### src/rtl/sysid_regs_pkg.sv
// Shared register map, CTRL bit positions and address type for the system-ID /
// uptime slave.
package sysid_regs_pkg;

  typedef logic [2:0] reg_addr_t;

  localparam reg_addr_t ADDR_ID        = 3'd0;
  localparam reg_addr_t ADDR_TIMESTAMP = 3'd1;
  localparam reg_addr_t ADDR_VERSION   = 3'd2;
  localparam reg_addr_t ADDR_SCRATCH   = 3'd3;
  localparam reg_addr_t ADDR_CYCLE_LO  = 3'd4;
  localparam reg_addr_t ADDR_CYCLE_HI  = 3'd5;
  localparam reg_addr_t ADDR_SECONDS   = 3'd6;
  localparam reg_addr_t ADDR_CTRL      = 3'd7;

  localparam int CTRL_CLEAR  = 0;
  localparam int CTRL_FREEZE = 1;

  // CLEAR is a pulse and always reads back as 0; only FREEZE is visible.
  function automatic logic [31:0] ctrl_readback(input logic freeze);
    return {30'b0, freeze, 1'b0};
  endfunction

endpackage

### src/rtl/sysid_regs_uptime_if.sv
// Avalon-MM slave bus bundle. Handshake: read/write are one-cycle strobes with no
// waitrequest; readdatavalid pulses exactly one clock after each accepted read.
interface sysid_regs_uptime_if #(
  parameter int DATA_WIDTH = 32
);
  import sysid_regs_pkg::*;

  reg_addr_t               address;
  logic                    read;
  logic                    write;
  logic [DATA_WIDTH-1:0]   writedata;
  logic [DATA_WIDTH-1:0]   readdata;
  logic                    readdatavalid;

  modport master (
    output address, read, write, writedata,
    input  readdata, readdatavalid
  );

  modport slave (
    input  address, read, write, writedata,
    output readdata, readdatavalid
  );

endinterface

### src/rtl/sysid_uptime_counter.sv
// Free-running 64-bit cycle counter plus a prescaled seconds counter.
// clear wins over freeze and increment on the same edge.
module sysid_uptime_counter #(
  parameter int CLK_FREQ_HZ = 50_000_000
) (
  input  logic        clock,
  input  logic        reset,
  input  logic        clear,
  input  logic        freeze,
  output logic [63:0] cycle_cnt,
  output logic [31:0] seconds
);

  localparam int              PS_W    = (CLK_FREQ_HZ > 2) ? $clog2(CLK_FREQ_HZ) : 1;
  localparam logic [PS_W-1:0] PS_LAST = PS_W'(CLK_FREQ_HZ - 1);

  if (CLK_FREQ_HZ < 2) begin : g_bad_freq
    $error("sysid_uptime_counter: CLK_FREQ_HZ must be 2 or more");
  end

  logic [63:0]     r_cycle_cnt;
  logic [PS_W-1:0] r_prescale;
  logic [31:0]     r_seconds;

  always_ff @(posedge clock or posedge reset) begin
    if (reset) begin
      r_cycle_cnt <= '0;
      r_prescale  <= '0;
      r_seconds   <= '0;
    end else if (clear) begin
      r_cycle_cnt <= '0;
      r_prescale  <= '0;
      r_seconds   <= '0;
    end else if (!freeze) begin
      r_cycle_cnt <= r_cycle_cnt + 64'd1;
      if (r_prescale == PS_LAST) begin
        r_prescale <= '0;
        r_seconds  <= r_seconds + 32'd1;
      end else begin
        r_prescale <= r_prescale + 1'b1;
      end
    end
  end

  assign cycle_cnt = r_cycle_cnt;
  assign seconds   = r_seconds;

endmodule

### src/rtl/sysid_regs_uptime.sv
// System-ID slave: constant ID/timestamp/version words, scratch register, and an
// uptime block with a LO-read-triggered HI snapshot and freeze/clear control.
module sysid_regs_uptime
  import sysid_regs_pkg::*;
#(
  parameter int          DATA_WIDTH      = 32,
  parameter logic [31:0] ID_VALUE        = 32'hABCD_1289,
  parameter logic [31:0] TIMESTAMP_VALUE = 32'h56B2_7538,
  parameter logic [31:0] VERSION_VALUE   = 32'h0001_0000,
  parameter logic [31:0] SCRATCH_RESET   = 32'h0000_0000,
  parameter int          CLK_FREQ_HZ     = 50_000_000
) (
  input  logic               clock,
  input  logic               reset,
  sysid_regs_uptime_if.slave bus
);

  if (DATA_WIDTH != 32) begin : g_bad_width
    $error("sysid_regs_uptime: DATA_WIDTH must be 32");
  end

  logic [31:0] r_scratch;
  logic [31:0] r_hi_shadow;
  logic        r_freeze;
  logic [31:0] r_readdata;
  logic        r_readdatavalid;

  logic        w_wr_en;
  logic        w_ctrl_wr;
  logic        w_clear;
  logic [63:0] w_cycle_cnt;
  logic [31:0] w_seconds;
  logic [31:0] w_rd_mux;

  // A write colliding with a read is dropped; the read is serviced.
  assign w_wr_en   = bus.write && !bus.read;
  assign w_ctrl_wr = w_wr_en && (bus.address == ADDR_CTRL);
  assign w_clear   = w_ctrl_wr && bus.writedata[CTRL_CLEAR];

  sysid_uptime_counter #(
    .CLK_FREQ_HZ (CLK_FREQ_HZ)
  ) u_cnt (
    .clock     (clock),
    .reset     (reset),
    .clear     (w_clear),
    .freeze    (r_freeze),
    .cycle_cnt (w_cycle_cnt),
    .seconds   (w_seconds)
  );

  always_comb begin
    w_rd_mux = '0;
    case (bus.address)
      ADDR_ID:        w_rd_mux = ID_VALUE;
      ADDR_TIMESTAMP: w_rd_mux = TIMESTAMP_VALUE;
      ADDR_VERSION:   w_rd_mux = VERSION_VALUE;
      ADDR_SCRATCH:   w_rd_mux = r_scratch;
      ADDR_CYCLE_LO:  w_rd_mux = w_cycle_cnt[31:0];
      ADDR_CYCLE_HI:  w_rd_mux = r_hi_shadow;
      ADDR_SECONDS:   w_rd_mux = w_seconds;
      ADDR_CTRL:      w_rd_mux = ctrl_readback(r_freeze);
      default:        w_rd_mux = '0;
    endcase
  end

  always_ff @(posedge clock or posedge reset) begin
    if (reset) begin
      r_scratch       <= SCRATCH_RESET;
      r_hi_shadow     <= '0;
      r_freeze        <= 1'b0;
      r_readdata      <= '0;
      r_readdatavalid <= 1'b0;
    end else begin
      r_readdatavalid <= bus.read;
      if (bus.read) begin
        r_readdata <= w_rd_mux;
      end
      // HI is captured on the same edge as LO so a LO-then-HI pair is coherent.
      if (bus.read && (bus.address == ADDR_CYCLE_LO)) begin
        r_hi_shadow <= w_cycle_cnt[63:32];
      end
      if (w_wr_en && (bus.address == ADDR_SCRATCH)) begin
        r_scratch <= bus.writedata;
      end
      if (w_ctrl_wr) begin
        r_freeze <= bus.writedata[CTRL_FREEZE];
      end
    end
  end

  assign bus.readdata      = r_readdata;
  assign bus.readdatavalid = r_readdatavalid;

  a_no_read_write: assert property (
    @(posedge clock) disable iff (reset) !(bus.read && bus.write)
  );

endmodule

### src/flat_wrapper.sv
// flat-port wrapper written by rule: the top's interface ports become plain ports
module sysid_regs_uptime_flat import sysid_regs_pkg::*;
#(
  parameter int          DATA_WIDTH      = 32,
  parameter logic [31:0] ID_VALUE        = 32'hABCD_1289,
  parameter logic [31:0] TIMESTAMP_VALUE = 32'h56B2_7538,
  parameter logic [31:0] VERSION_VALUE   = 32'h0001_0000,
  parameter logic [31:0] SCRATCH_RESET   = 32'h0000_0000,
  parameter int          CLK_FREQ_HZ     = 50_000_000
)
  (clock, reset, bus_address, bus_read, bus_write, bus_writedata, bus_readdata, bus_readdatavalid);
  sysid_regs_uptime_if #(.DATA_WIDTH(DATA_WIDTH)) bus_i ();
  input  logic clock;
  input  logic reset;
  input wire logic [$bits(bus_i.address)-1:0] bus_address;
  input wire logic [$bits(bus_i.read)-1:0] bus_read;
  input wire logic [$bits(bus_i.write)-1:0] bus_write;
  input wire logic [$bits(bus_i.writedata)-1:0] bus_writedata;
  output wire logic [$bits(bus_i.readdata)-1:0] bus_readdata;
  output wire logic [$bits(bus_i.readdatavalid)-1:0] bus_readdatavalid;
  assign bus_i.address = bus_address;
  assign bus_i.read = bus_read;
  assign bus_i.write = bus_write;
  assign bus_i.writedata = bus_writedata;
  assign bus_readdata = bus_i.readdata;
  assign bus_readdatavalid = bus_i.readdatavalid;
  sysid_regs_uptime #(.DATA_WIDTH(DATA_WIDTH), .ID_VALUE(ID_VALUE), .TIMESTAMP_VALUE(TIMESTAMP_VALUE), .VERSION_VALUE(VERSION_VALUE), .SCRATCH_RESET(SCRATCH_RESET), .CLK_FREQ_HZ(CLK_FREQ_HZ)) u_core (.clock(clock), .reset(reset), .bus(bus_i));
endmodule
### config.mk
export PLATFORM = sky130hd
export DESIGN_NAME = sysid_regs_uptime_flat
export DESIGN_NICKNAME = d
export VERILOG_FILES = /design/src/rtl/sysid_regs_pkg.sv /design/src/rtl/sysid_regs_uptime_if.sv /design/src/rtl/sysid_uptime_counter.sv /design/src/rtl/sysid_regs_uptime.sv /design/src/flat_wrapper.sv
export SDC_FILE = /design/constraint.sdc
export NUM_CORES = 1
export LEC_CHECK = 0
export BUFFER_PORTS_ARGS = -buffer_cell sky130_fd_sc_hd__buf_2
export CAP_MARGIN = 20
export CORE_ASPECT_RATIO = 1.25
export CORE_MARGIN = 10
export CORE_UTILIZATION = 35
export DETAILED_ROUTE_END_ITERATION = 8
export HOLD_SLACK_MARGIN = 0.05
export PLACE_DENSITY = 0.52
export SLEW_MARGIN = 20
export SYNTH_ARGS = -nofsm -noshare
export SYNTH_HDL_FRONTEND = slang
export SYNTH_SLANG_ARGS = --single-unit
export TNS_END_PERCENT = 10
### constraint.sdc
create_clock -name clock -period 19.5 [get_ports clock]
set_input_delay 2.925 -clock clock [delete_from_list [all_inputs] [get_ports clock]]
set_output_delay 2.925 -clock clock [all_outputs]
set_load 0.01 [all_outputs]
* Yosys cells after proc, flatten, opt, wreduce, memory -nomap -nowiden *
Index checks and enable logic that the tools add are counted.

storage, ports and cells
  logic and storage cells = 38
  register bits after elaboration = 220

operators by class
  reduce and logical (&&, ||, !) cells = 9
  add/sub/neg operators = 3
  muxes and demuxes = 9
  eq/ne operators = 9

operator list
  operator                                                          count
  32-bit case mux with 8 select lines                               1
  64-bit 2-to-1 mux                                                 2
  32-bit 2-to-1 mux                                                 3
  26-bit 2-to-1 mux                                                 3
  64-bit by 1-bit adder with 64-bit output (second input constant)  1
  32-bit by 1-bit adder with 32-bit output (second input constant)  1
  26-bit by 1-bit adder with 26-bit output (second input constant)  1
  26-bit == test (second input constant)                            1
  3-bit == test (second input constant)                             4
  3-bit by 2-bit == test with 1-bit output (second input constant)  2
  1-bit logical AND                                                 5
  3-bit by 1-bit == test with 1-bit output (second input constant)  1
  3-bit logical NOT                                                 1
  2-bit != test (second input constant)                             1
  2-bit AND reduction                                               1
  2-bit nonzero test                                                1
  1-bit logical NOT                                                 1

* Longest topological paths before layout *
Gate-level depths: netlist of the first run.

  depth in word-level cells = 6
  gate-level depth with buffers = 9
  depth with buffers taken out = 6

* Cells and area by module *
From an unflattened synthesis of the first run, not the netlist that was laid out.

second synthesis, totals
  cell total of the unflattened synthesis = 1,114
  area, all modules = 11,459.7 µm²

modules (own cells, without submodules)
  module                cells each  times used  sequential area each (µm²)  area each (µm²)
  sysid_uptime_counter  715         1           3,052.9                     6,563.8
  sysid_regs_uptime     399         1           2,452.4                     4,895.9

* Least setup slack after synthesis of the first run *
Ideal clock, no wire load.

  path type = input to register
  start = in bus_address[2]
  end = reg u_core.r_hi_shadow[0]
  buffers on the path = 4
  stages = 7
  required time = 19.375 ns
  setup time = 0.125 ns
  arrival time = 4.747 ns
  slack = 14.628 ns
  path through = clkbuf_1 -> nor2b_1 -> clkbuf_1 -> and3_1 -> clkbuf_1 -> buf_1 -> mux2_2

on the way
  cells in the longest elaborated chain, start to end = 2

ends and longest elaborated chain
  element               RTL line                 source
  start, declared       flat_wrapper.sv:15       input wire logic [$bits(bus_i.address)-1:0] bus_address;
  3-bit == test         sysid_regs_uptime.sv:79  if (bus.read && (bus.address == ADDR_CYCLE_LO)) begin
  1-bit logical AND     sysid_regs_uptime.sv:79
  end signal, assigned  sysid_regs_uptime.sv:80  r_hi_shadow <= w_cycle_cnt[63:32];
  end, declared         sysid_regs_uptime.sv:23  logic [31:0] r_hi_shadow;

Every way passes these cells.
A chain may end at the register's enable or synchronous reset.

* Final worst setup path of the first run *
  start = in bus_address[2]
  end = reg u_core.u_cnt.r_prescale[12]

on the way
  cells in the longest elaborated chain, start to end = 4
  elaborated cells on any way between the ends = 5

ends and longest elaborated chain
  element                                                              RTL line                    source
  3-bit == test (*)                                                    sysid_regs_uptime.sv:37     assign w_ctrl_wr = w_wr_en && (bus.address == ADDR_CTRL);
  1-bit logical AND (*)                                                sysid_regs_uptime.sv:37
  1-bit logical AND (*)                                                sysid_regs_uptime.sv:38     assign w_clear = w_ctrl_wr && bus.writedata[CTRL_CLEAR];
  2-bit != test (no source line) or 26-bit 2-to-1 mux (tied branches)  -
  end signal, assigned                                                 sysid_uptime_counter.sv:40  r_prescale <= r_prescale + 1'b1;
  end, declared                                                        sysid_uptime_counter.sv:22  logic [PS_W-1:0] r_prescale;

Every way passes the cells marked *; elsewhere a longest branch is shown, timed or not.

==> results of run 1 <==
## metal layers
| metal | vias up | wire [um] |
|---|---|---|
| met5 | - | 0 |
| met4 | 0 | 1128 |
| met3 | 45 | 1522 |
| met2 | 245 | 17350 |
| met1 | 4616 | 15510 |
| li1 | 4380 | - |
## worst reg2reg max path: cells and delay by family, from the launching register on
family / cells / cell delay [ns]
DFF: 1 / 0.60
AOI/OAI and AO/OA: 1 / 0.15
and+or+nand+nor: 4 / 2.20
## power groups by stage
stage               logic (W)  registers [W]  clock network (W)
finish               0.000221       0.000661           0.000464
global route         0.000251       0.000673           0.000491
global placement     0.000217       0.000665                  0
floorplan            0.000167       0.000617                  0
CTS                  0.000224       0.000659           0.000474
detailed placement   0.000222       0.000667                  0
## worst max path at each step
stage | slack, ns | startpoint | cells after the start | endpoint
global placement | 13.74 | bus_address[2] | 5 | u_core.u_cnt.r_prescale[24]
finish | 14.17 | bus_address[2] | 5 | u_core.u_cnt.r_prescale[12]
floorplan | 10.55 | reset | 1 | u_core.bus.readdata[0]
detailed placement | 13.67 | bus_address[2] | 5 | u_core.u_cnt.r_prescale[11]
global route | 13.98 | bus_address[2] | 7 | u_core.u_cnt.cycle_cnt[49]
CTS | 14.21 | bus_address[2] | 5 | u_core.u_cnt.r_prescale[12]
## stage by stage
stage / area, sq um / hold slack [ns] / total power, W
detailed placement: 12040 / 0.4980 / 0.0008887
floorplan: 11340 / 0.4716 / 0.0007842
global route: 12840 / 0.5164 / 0.001415
finish: 12840 / 0.5057 / 0.001346
global placement: 12040 / 0.4881 / 0.0008821
CTS: 12830 / 0.5115 / 0.001357
## registers in the layout, indices dropped and copies added, names as in the netlist
register,flops
u_core.u_cnt.r_prescale,26
u_core.bus.readdatavalid,1
u_core.bus.readdata,32
u_core.r_scratch,32
u_core.r_freeze,1
u_core.r_hi_shadow,32
u_core.u_cnt.cycle_cnt,64
u_core.u_cnt.seconds,32
## final cells by class
cell class / instances / share of cell area [%]
Timing Repair Buffer: 82 / 3.440
Sequential cell: 220 / 42.88
Clock buffer: 33 / 5.263
Clock inverter: 10 / 0.8966
Antenna cell: 1 / 0.01949
Inverter: 37 / 1.140
Tap cell: 412 / 4.015
Multi-Input combinational cell: 843 / 42.34
## logic make-up (layout without fill, tap and decap cells)
family,Yosys count,after routing,synth area share [%]
multiplexers,77,77,7.523
adder cells (fa/ha/maj),3,3,0.3309
other,0,1,0
flip-flops,220,220,48.53
buffers and inverters,106,162,3.651
AND/OR/NAND/NOR,475,475,22.57
AO/OA/AOI/OAI,225,225,12.53
XOR/XNOR,63,63,4.864
## layout by cell type (no fill, tap or decap), types with 4 or more instances in the layout
cell type | synthesis | routed
sky130_fd_sc_hd__xnor2_1 | 33 | 33
sky130_fd_sc_hd__or4_1 | 31 | 31
sky130_fd_sc_hd__xor2_1 | 30 | 30
sky130_fd_sc_hd__buf_4 | 0 | 10
sky130_fd_sc_hd__clkinv_4 | 0 | 4
sky130_fd_sc_hd__buf_2 | 1 | 71
sky130_fd_sc_hd__nand3_1 | 51 | 51
sky130_fd_sc_hd__o31ai_1 | 22 | 21
sky130_fd_sc_hd__o21a_1 | 4 | 4
sky130_fd_sc_hd__a21oi_1 | 86 | 86
sky130_fd_sc_hd__a311oi_1 | 5 | 5
sky130_fd_sc_hd__mux2_2 | 66 | 66
sky130_fd_sc_hd__nor3_1 | 25 | 25
sky130_fd_sc_hd__and2_1 | 12 | 12
sky130_fd_sc_hd__nand2b_1 | 9 | 9
sky130_fd_sc_hd__a22oi_1 | 13 | 13
sky130_fd_sc_hd__nand4_1 | 51 | 51
sky130_fd_sc_hd__a222oi_1 | 6 | 6
sky130_fd_sc_hd__o22ai_1 | 12 | 12
sky130_fd_sc_hd__clkbuf_1 | 54 | 6
sky130_fd_sc_hd__o21ai_0 | 36 | 36
sky130_fd_sc_hd__mux2i_1 | 11 | 11
sky130_fd_sc_hd__o211ai_1 | 5 | 5
sky130_fd_sc_hd__nor2b_1 | 11 | 11
sky130_fd_sc_hd__and4_1 | 14 | 14
sky130_fd_sc_hd__dfrtp_1 | 220 | 220
sky130_fd_sc_hd__nor4_1 | 23 | 23
sky130_fd_sc_hd__clkinv_2 | 0 | 4
sky130_fd_sc_hd__nand2_1 | 72 | 72
sky130_fd_sc_hd__or3_1 | 28 | 28
sky130_fd_sc_hd__clkbuf_16 | 0 | 25
sky130_fd_sc_hd__nor2_1 | 109 | 108
sky130_fd_sc_hd__inv_1 | 37 | 36
sky130_fd_sc_hd__and3_1 | 18 | 18
sky130_fd_sc_hd__a221oi_1 | 11 | 11
sky130_fd_sc_hd__a22o_1 | 12 | 12
==> results.py, run 1 <==
metrics = {
    "worst_setup_path": {
        "critical_path.cell_chain": "buf_2, and2_1, nand3_1, nand2_1, nor2_1",
        "regToRegSetupSlack_ns": 16.46,
        "r2r_start": "u_core.r_freeze",
        "slowest_stage": "sky130_fd_sc_hd__nand2_1",
        "crit_fanout": 56,
        "critical_path_class": "in2reg",
        "data_arrival_time_of_the_critical_path_ns": 5.71,
        "worst_ep_required_time_ns": 19.88,
        "worst_r2r_endpoint": "u_core.u_cnt.seconds[30]",
        "cp_slowest_stage_delay_ns": 0.94,
        "worst-r2r-cell-count": 5,
        "critical_path.endpoint_type": "flop",
        "total_buffers_and_inverters_traversed_by_the_critical_path": 1,
        "cp-start-kind": "input port",
        "critPathTopFamily": "simple AND/OR/NAND/NOR gates",
    },
    "synthesis": {
        "syn-cell-area_sq_um": 11340,
        "syn_warnings": 0,
        "postSynth.asyncResetShare_pct": 100.0,
        "synth_seq_area_share_pct": 48.53,
        "synth.most_common_cell": "sky130_fd_sc_hd__dfrtp_1",
        "total_of_flip_flops_plus_latches_after_synthesis": 220,
        "synth_top_cells_by_count": "220 x sky130_fd_sc_hd__dfrtp_1, 109 x sky130_fd_sc_hd__nor2_1, 86 x sky130_fd_sc_hd__a21oi_1",
        "synth-edff-count": 0,
        "netlist_instances": 1169,
        "post_synth_cell_types": 57,
        "yosysTopAreaCellShare_pct": 48.53,
        "synth_top_flop_cell": "sky130_fd_sc_hd__dfrtp_1",
        "synth_top_cell_by_area": "sky130_fd_sc_hd__dfrtp_1",
        "netlist_top_cells_area": "sky130_fd_sc_hd__dfrtp_1 49%, sky130_fd_sc_hd__mux2_2 6.6%, sky130_fd_sc_hd__a21oi_1 3.8%",
        "synthesis.nets": 1211,
        "synth.avg_cell_area_sq_um": 9.703,
    },
    "routing": {
        "vias_per_cell": 5.669,
        "drt_wl_total_mm": 35.51,
        "routed-via-count": 9286,
        "drc_errors": 0,
        "dr.first_iter.drc_count": 815,
        "remaining_antenna_violation_count": 0,
        "drt_pass1_iterations": 5,
        "wl_per_cell_um": 21.68,
    },
    "timing": {
        "final_min_period_over_clock_period_pct": 27.35,
        "rsz0062_at_grt": "false",
        "worst-slew-pin-transition_ns": 0.9708,
        "min_period_ns": 5.332,
        "setup-violations-final": 0,
        "finalMaxSlewViolations": 0,
        "worst_clock_skew_on_the_final_layout_ns": 0.009347,
        "hold_violations": 0,
        "max-slew-margin-rel_pct": 35.28,
        "timing.fmax_mhz": 187.5,
        "worst_slack_ns": 14.17,
        "final.setup.tns_ns": 0,
    },
    "layout": {
        "filler_cell_count": 3158,
        "flow.area_growth_from_synthesis_pct": 13.18,
        "layoutNonFillerInstCount": 1638,
        "utilization_pct": 40.28,
        "fraction_of_layout_cells_with_a_size_suffix_above_1_pct": 16.00,
        "reg_area_sq_um": 5505,
        "num-nets-final": 1250,
        "area_used_by_multi_input_combinational_logic_sq_um": 5436,
    },
    "hold_path": {
        "min-delay-start": "u_core.bus.readdata[0]",
        "min_delay_worst_endpoint": "u_core.bus.readdata[0]",
        "hold_path.class": "reg2reg",
        "timing.hold.worst_path_depth": 1,
    },
    "flow_run": {
        "cap_violations": 0,
    },
    "clocking": {
        "cts.root.buffer_cell": "sky130_fd_sc_hd__clkbuf_16",
        "cts_setup_buffers": 0,
        "cts_buffers": 24,
        "htreeDepth": 1,
        "clock-sinks": 220,
        "clock_tree.buffer_depth": 3,
        "worst_setup_hold_path_clk_slew_ns": 0.06,
        "cts_tree": "yes",
        "postCtsResizedCells": 0,
        "cts_hold_repair.buffers": 0,
        "clk-insertion-delay-late_ns": 0.54,
    },
    "power_and_ir_drop": {
        "share_of_power_burned_in_registers_pct": 49.1,
        "power.combinational.fraction_pct": 16.4,
        "ir_worst_vdd_uv": 68.86,
        "netSwitchingPower_w": 0.0004290,
        "cellPowerDensity_nw_per_um2": 104.9,
        "p_leak_nw": 5.169,
        "p_sw_share_pct": 31.87,
        "share_clk_of_total_power_pct": 34.5,
        "internal_power_w": 0.0009171,
    },
    "floorplan": {
        "io_pins": 72,
        "die_x_um": 181.0,
        "num_rows": 73,
        "initial_utilization_pct": 35.59,
        "floorplan.core_area_sq_um": 31880,
        "die_h_um": 221.3,
        "design.die.area_sq_um": 40060,
    },
    "global_routing": {
        "grt_start_max_net_pins": 86,
        "initial_antenna_violation_count": 1,
        "grt_first_pass_wirelength_mm": 54.98,
        "grt_pass1_vias": 8994,
        "grt_remaining_overflow": 0,
        "busiest_layer": "met2",
        "global_route.usage.met2_pct": 28.52,
        "gr-usage-met1_pct": 22.15,
        "groute.layer.met3.usage_pct": 2.106,
        "global_route.usage.total_pct": 17.06,
    },
    "place": {
        "gpl.final_weighted_congestion": 0.8773,
        "dp_cells": 1594,
        "detailedPlace.worstSlack_ns": 13.67,
        "hpwlAfterDp_mm": 25.50,
        "io_buffers": 71,
    },
    "outcome": {
        "outcome": "completed",
    },
}
(Power assumes the default switching activity.)
==> run 2, diff against run 1 <==
ABC_AREA = 1   (was not set)
PLACE_DENSITY = 0.54   (was 0.52)
clock period = 4.71 ns   (was 19.5 ns; I/O delays follow)
==> run 2 against run 1 <==
Wire length grew 17%. Non-clock buffer count shrank 1. Flip-flop and latch count is the same. Register-to-register slack lost 14 ns. Clock power grew to 4.5 times the previous value. Clock skew grew 0.012 ns. Clock-buffer cell count shrank 1. Sequential power grew to 3.5 times the previous value. Cell count grew 37%. Via count grew 22%. Core utilization grew 0.24 points. Largest cell class is now multi-input combinational cells. Largest power group unchanged.
==> results.py, run 2 <==
metrics = {
    "global_routing": {
        "global_route.usage.total_pct": 18.70,
        "grt_pass1_vias": 10900,
        "grt_remaining_overflow": 0,
        "busiest_layer": "met2",
        "gr-usage-met1_pct": 23.48,
        "initial_antenna_violation_count": 0,
        "grt_first_pass_wirelength_mm": 64.05,
        "global_route.usage.met2_pct": 32.50,
        "groute.layer.met3.usage_pct": 2.332,
        "grt_start_max_net_pins": 111,
    },
    "clocking": {
        "cts.root.buffer_cell": "sky130_fd_sc_hd__clkbuf_16",
        "htreeDepth": 1,
        "cts_setup_buffers": 0,
        "cts_hold_repair.buffers": 0,
        "clock_tree.buffer_depth": 3,
        "worst_setup_hold_path_clk_slew_ns": 0.06,
        "clk-insertion-delay-late_ns": 0.56,
        "clock-sinks": 220,
        "postCtsResizedCells": 0,
        "cts_buffers": 27,
        "cts_tree": "yes",
    },
    "worst_setup_path": {
        "worst-r2r-cell-count": 7,
        "slowest_stage": "sky130_fd_sc_hd__inv_1",
        "worst_ep_required_time_ns": 5.16,
        "critical_path_class": "in2reg",
        "worst_r2r_endpoint": "u_core.u_cnt.seconds[15]",
        "critPathTopFamily": "buffers and inverters",
        "total_buffers_and_inverters_traversed_by_the_critical_path": 3,
        "data_arrival_time_of_the_critical_path_ns": 2.77,
        "r2r_start": "u_core.u_cnt.r_prescale[0]",
        "cp-start-kind": "input port",
        "worst_path_most_repeated_cell": "sky130_fd_sc_hd__nand2_1",
        "critical_path.cell_chain": "buf_2, nor2_1, nand2_1, inv_1, nand2_1, buf_4, mux2_2",
        "critical_path.endpoint_type": "flop",
        "cp_slowest_stage_delay_ns": 0.45,
        "crit_fanout": 53,
        "regToRegSetupSlack_ns": 2.55,
    },
    "routing": {
        "vias_per_cell": 5.037,
        "drc_errors": 0,
        "routed-via-count": 11330,
        "wl_per_cell_um": 18.40,
        "remaining_antenna_violation_count": 0,
        "dr.first_iter.drc_count": 985,
        "drt_wl_total_mm": 41.38,
        "drt_pass1_iterations": 5,
    },
    "power_and_ir_drop": {
        "p_sw_share_pct": 29.73,
        "cellPowerDensity_nw_per_um2": 357.4,
        "power.combinational.fraction_pct": 12.4,
        "ir_worst_vdd_uv": 258.9,
        "p_leak_nw": 6.211,
        "internal_power_w": 0.003522,
        "share_clk_of_total_power_pct": 41.7,
        "netSwitchingPower_w": 0.001490,
        "share_of_power_burned_in_registers_pct": 45.9,
    },
    "timing": {
        "worst_clock_skew_on_the_final_layout_ns": 0.02179,
        "timing.fmax_mhz": 430.1,
        "final_min_period_over_clock_period_pct": 49.36,
        "rsz0062_at_grt": "false",
        "finalMaxSlewViolations": 0,
        "setup-violations-final": 0,
        "hold_violations": 0,
        "worst-slew-pin-transition_ns": 1.044,
        "final.setup.tns_ns": 0,
        "max-slew-margin-rel_pct": 30.34,
        "min_period_ns": 2.325,
    },
    "floorplan": {
        "num_rows": 76,
        "floorplan.core_area_sq_um": 34610,
        "die_h_um": 230.0,
        "die_x_um": 188.0,
        "design.die.area_sq_um": 43220,
        "io_pins": 72,
        "initial_utilization_pct": 35.66,
    },
    "hold_path": {
        "hold_path.class": "in2async",
    },
    "synthesis": {
        "syn-cell-area_sq_um": 12340,
        "synth_top_cells_by_count": "522 x sky130_fd_sc_hd__nand2_1, 285 x sky130_fd_sc_hd__nor2_1, 220 x sky130_fd_sc_hd__dfrtp_1",
        "synth_top_flop_cell": "sky130_fd_sc_hd__dfrtp_1",
        "synth.avg_cell_area_sq_um": 7.252,
        "netlist_instances": 1702,
        "syn_warnings": 0,
        "synth_top_cell_by_area": "sky130_fd_sc_hd__dfrtp_1",
        "synth-edff-count": 0,
        "total_of_flip_flops_plus_latches_after_synthesis": 220,
        "netlist_top_cells_area": "sky130_fd_sc_hd__dfrtp_1 45%, sky130_fd_sc_hd__nand2_1 16%, sky130_fd_sc_hd__nor2_1 8.7%",
        "synth_seq_area_share_pct": 44.60,
        "yosysTopAreaCellShare_pct": 44.60,
        "post_synth_cell_types": 53,
        "postSynth.asyncResetShare_pct": 100.0,
        "synthesis.nets": 1744,
        "synth.most_common_cell": "sky130_fd_sc_hd__nand2_1",
    },
    "place": {
        "gpl.final_weighted_congestion": 0.9514,
        "io_buffers": 71,
        "dp_cells": 2201,
        "hpwlAfterDp_mm": 31.06,
    },
    "layout": {
        "num-nets-final": 1805,
        "largest_register_ff_count": 64,
        "layoutNonFillerInstCount": 2249,
        "layout.cells.most_common": "sky130_fd_sc_hd__nand2_1",
        "layout_common_cells": "522 x sky130_fd_sc_hd__nand2_1, 285 x sky130_fd_sc_hd__nor2_1, 220 x sky130_fd_sc_hd__dfrtp_1",
        "flow.area_growth_from_synthesis_pct": 13.62,
        "antennaDiodeCount": 0,
        "fraction_of_layout_cells_with_a_size_suffix_above_1_pct": 11.62,
    },
    "outcome": {
        "outcome": "completed",
    },
    "flow_run": {
        "cap_violations": 0,
    },
}
==> run 2: stage by stage <==
step / utilization, % / worst slack [ns] / instance area [sq um] / hold slack, ns / total power [W]
final: 40.52 / 2.385 / 14020 / 0.3289 / 0.005012
after global routing: 40.52 / 2.246 / 14020 / 0.3492 / 0.005228
after CTS: 40.46 / 2.266 / 14000 / 0.3404 / 0.005056
after detailed placement: 37.93 / 1.671 / 13130 / 0.4618 / 0.002952
after global placement: 37.93 / 1.806 / 13130 / 0.4630 / 0.002937
after floorplan: - / 1.135 / 12350 / 0.4478 / 0.002699
==> run 2: how the worst max path moves through the flow <==
stage,slack (ns),end,startpoint,cells past startpoint
after floorplan,1.14,u_core.bus.readdata[0],reset,1
final,2.39,u_core.r_hi_shadow[23],bus_address[1],7
after global placement,1.81,u_core.u_cnt.seconds[22],bus_read,6
after global routing,2.25,u_core.r_hi_shadow[17],bus_address[1],7
after detailed placement,1.67,u_core.u_cnt.seconds[18],bus_read,6
after CTS,2.27,u_core.u_cnt.seconds[4],bus_read,6
==> run 2: metal layers <==
metal	wire, um	up-vias
met5	0	-
met4	1353	0
met3	1905	75
met2	20390	266
met1	17730	5395
li1	-	5593
==> run 2: area by class of cell <==
type / count / area (sq um)
Fill cell: 3697 / 20590
Multi-Input combinational cell: 1265 / 5954
Sequential cell: 220 / 5505
Clock buffer: 32 / 724.4
Inverter: 168 / 634.4
Tap cell: 468 / 585.6
Timing Repair Buffer: 81 / 467.9
Clock inverter: 15 / 152.6
==> run 2: kinds of logic after synthesis <==
group | count (synthesis) | share of synthesized area [%]
flops | 220 | 44.60
buf+inv | 217 | 7.157
xor+xnor | 16 | 1.135
simple gates | 1003 | 33.90
compound gates | 201 | 9.073
fa+ha+maj | 3 | 0.3041
mux | 42 | 3.832
==> run 2: worst reg2reg max path, cell delays in order (launching register included) <==
cell and delay, ns:
sky130_fd_sc_hd__dfrtp_1 0.46, sky130_fd_sc_hd__ha_1 0.24, sky130_fd_sc_hd__nand3_1 0.13, sky130_fd_sc_hd__nor2_1 0.14, sky130_fd_sc_hd__nand3_1 0.17, sky130_fd_sc_hd__o21ai_2 0.74
sky130_fd_sc_hd__nand2_1 0.14, sky130_fd_sc_hd__nand2_1 0.09
==> run 2: power groups by stage <==
stage          Combinational [W]  Sequential (W)  Clock, W
3_3_place_gp            0.000613         0.00232         0
2_1_floorplan           0.000443         0.00226         0
3_5_place_dp            0.000625         0.00233         0
5_1_grt                 0.000700         0.00232   0.00221
4_1_cts                 0.000629         0.00230   0.00213
6_report                0.000622         0.00230   0.00209
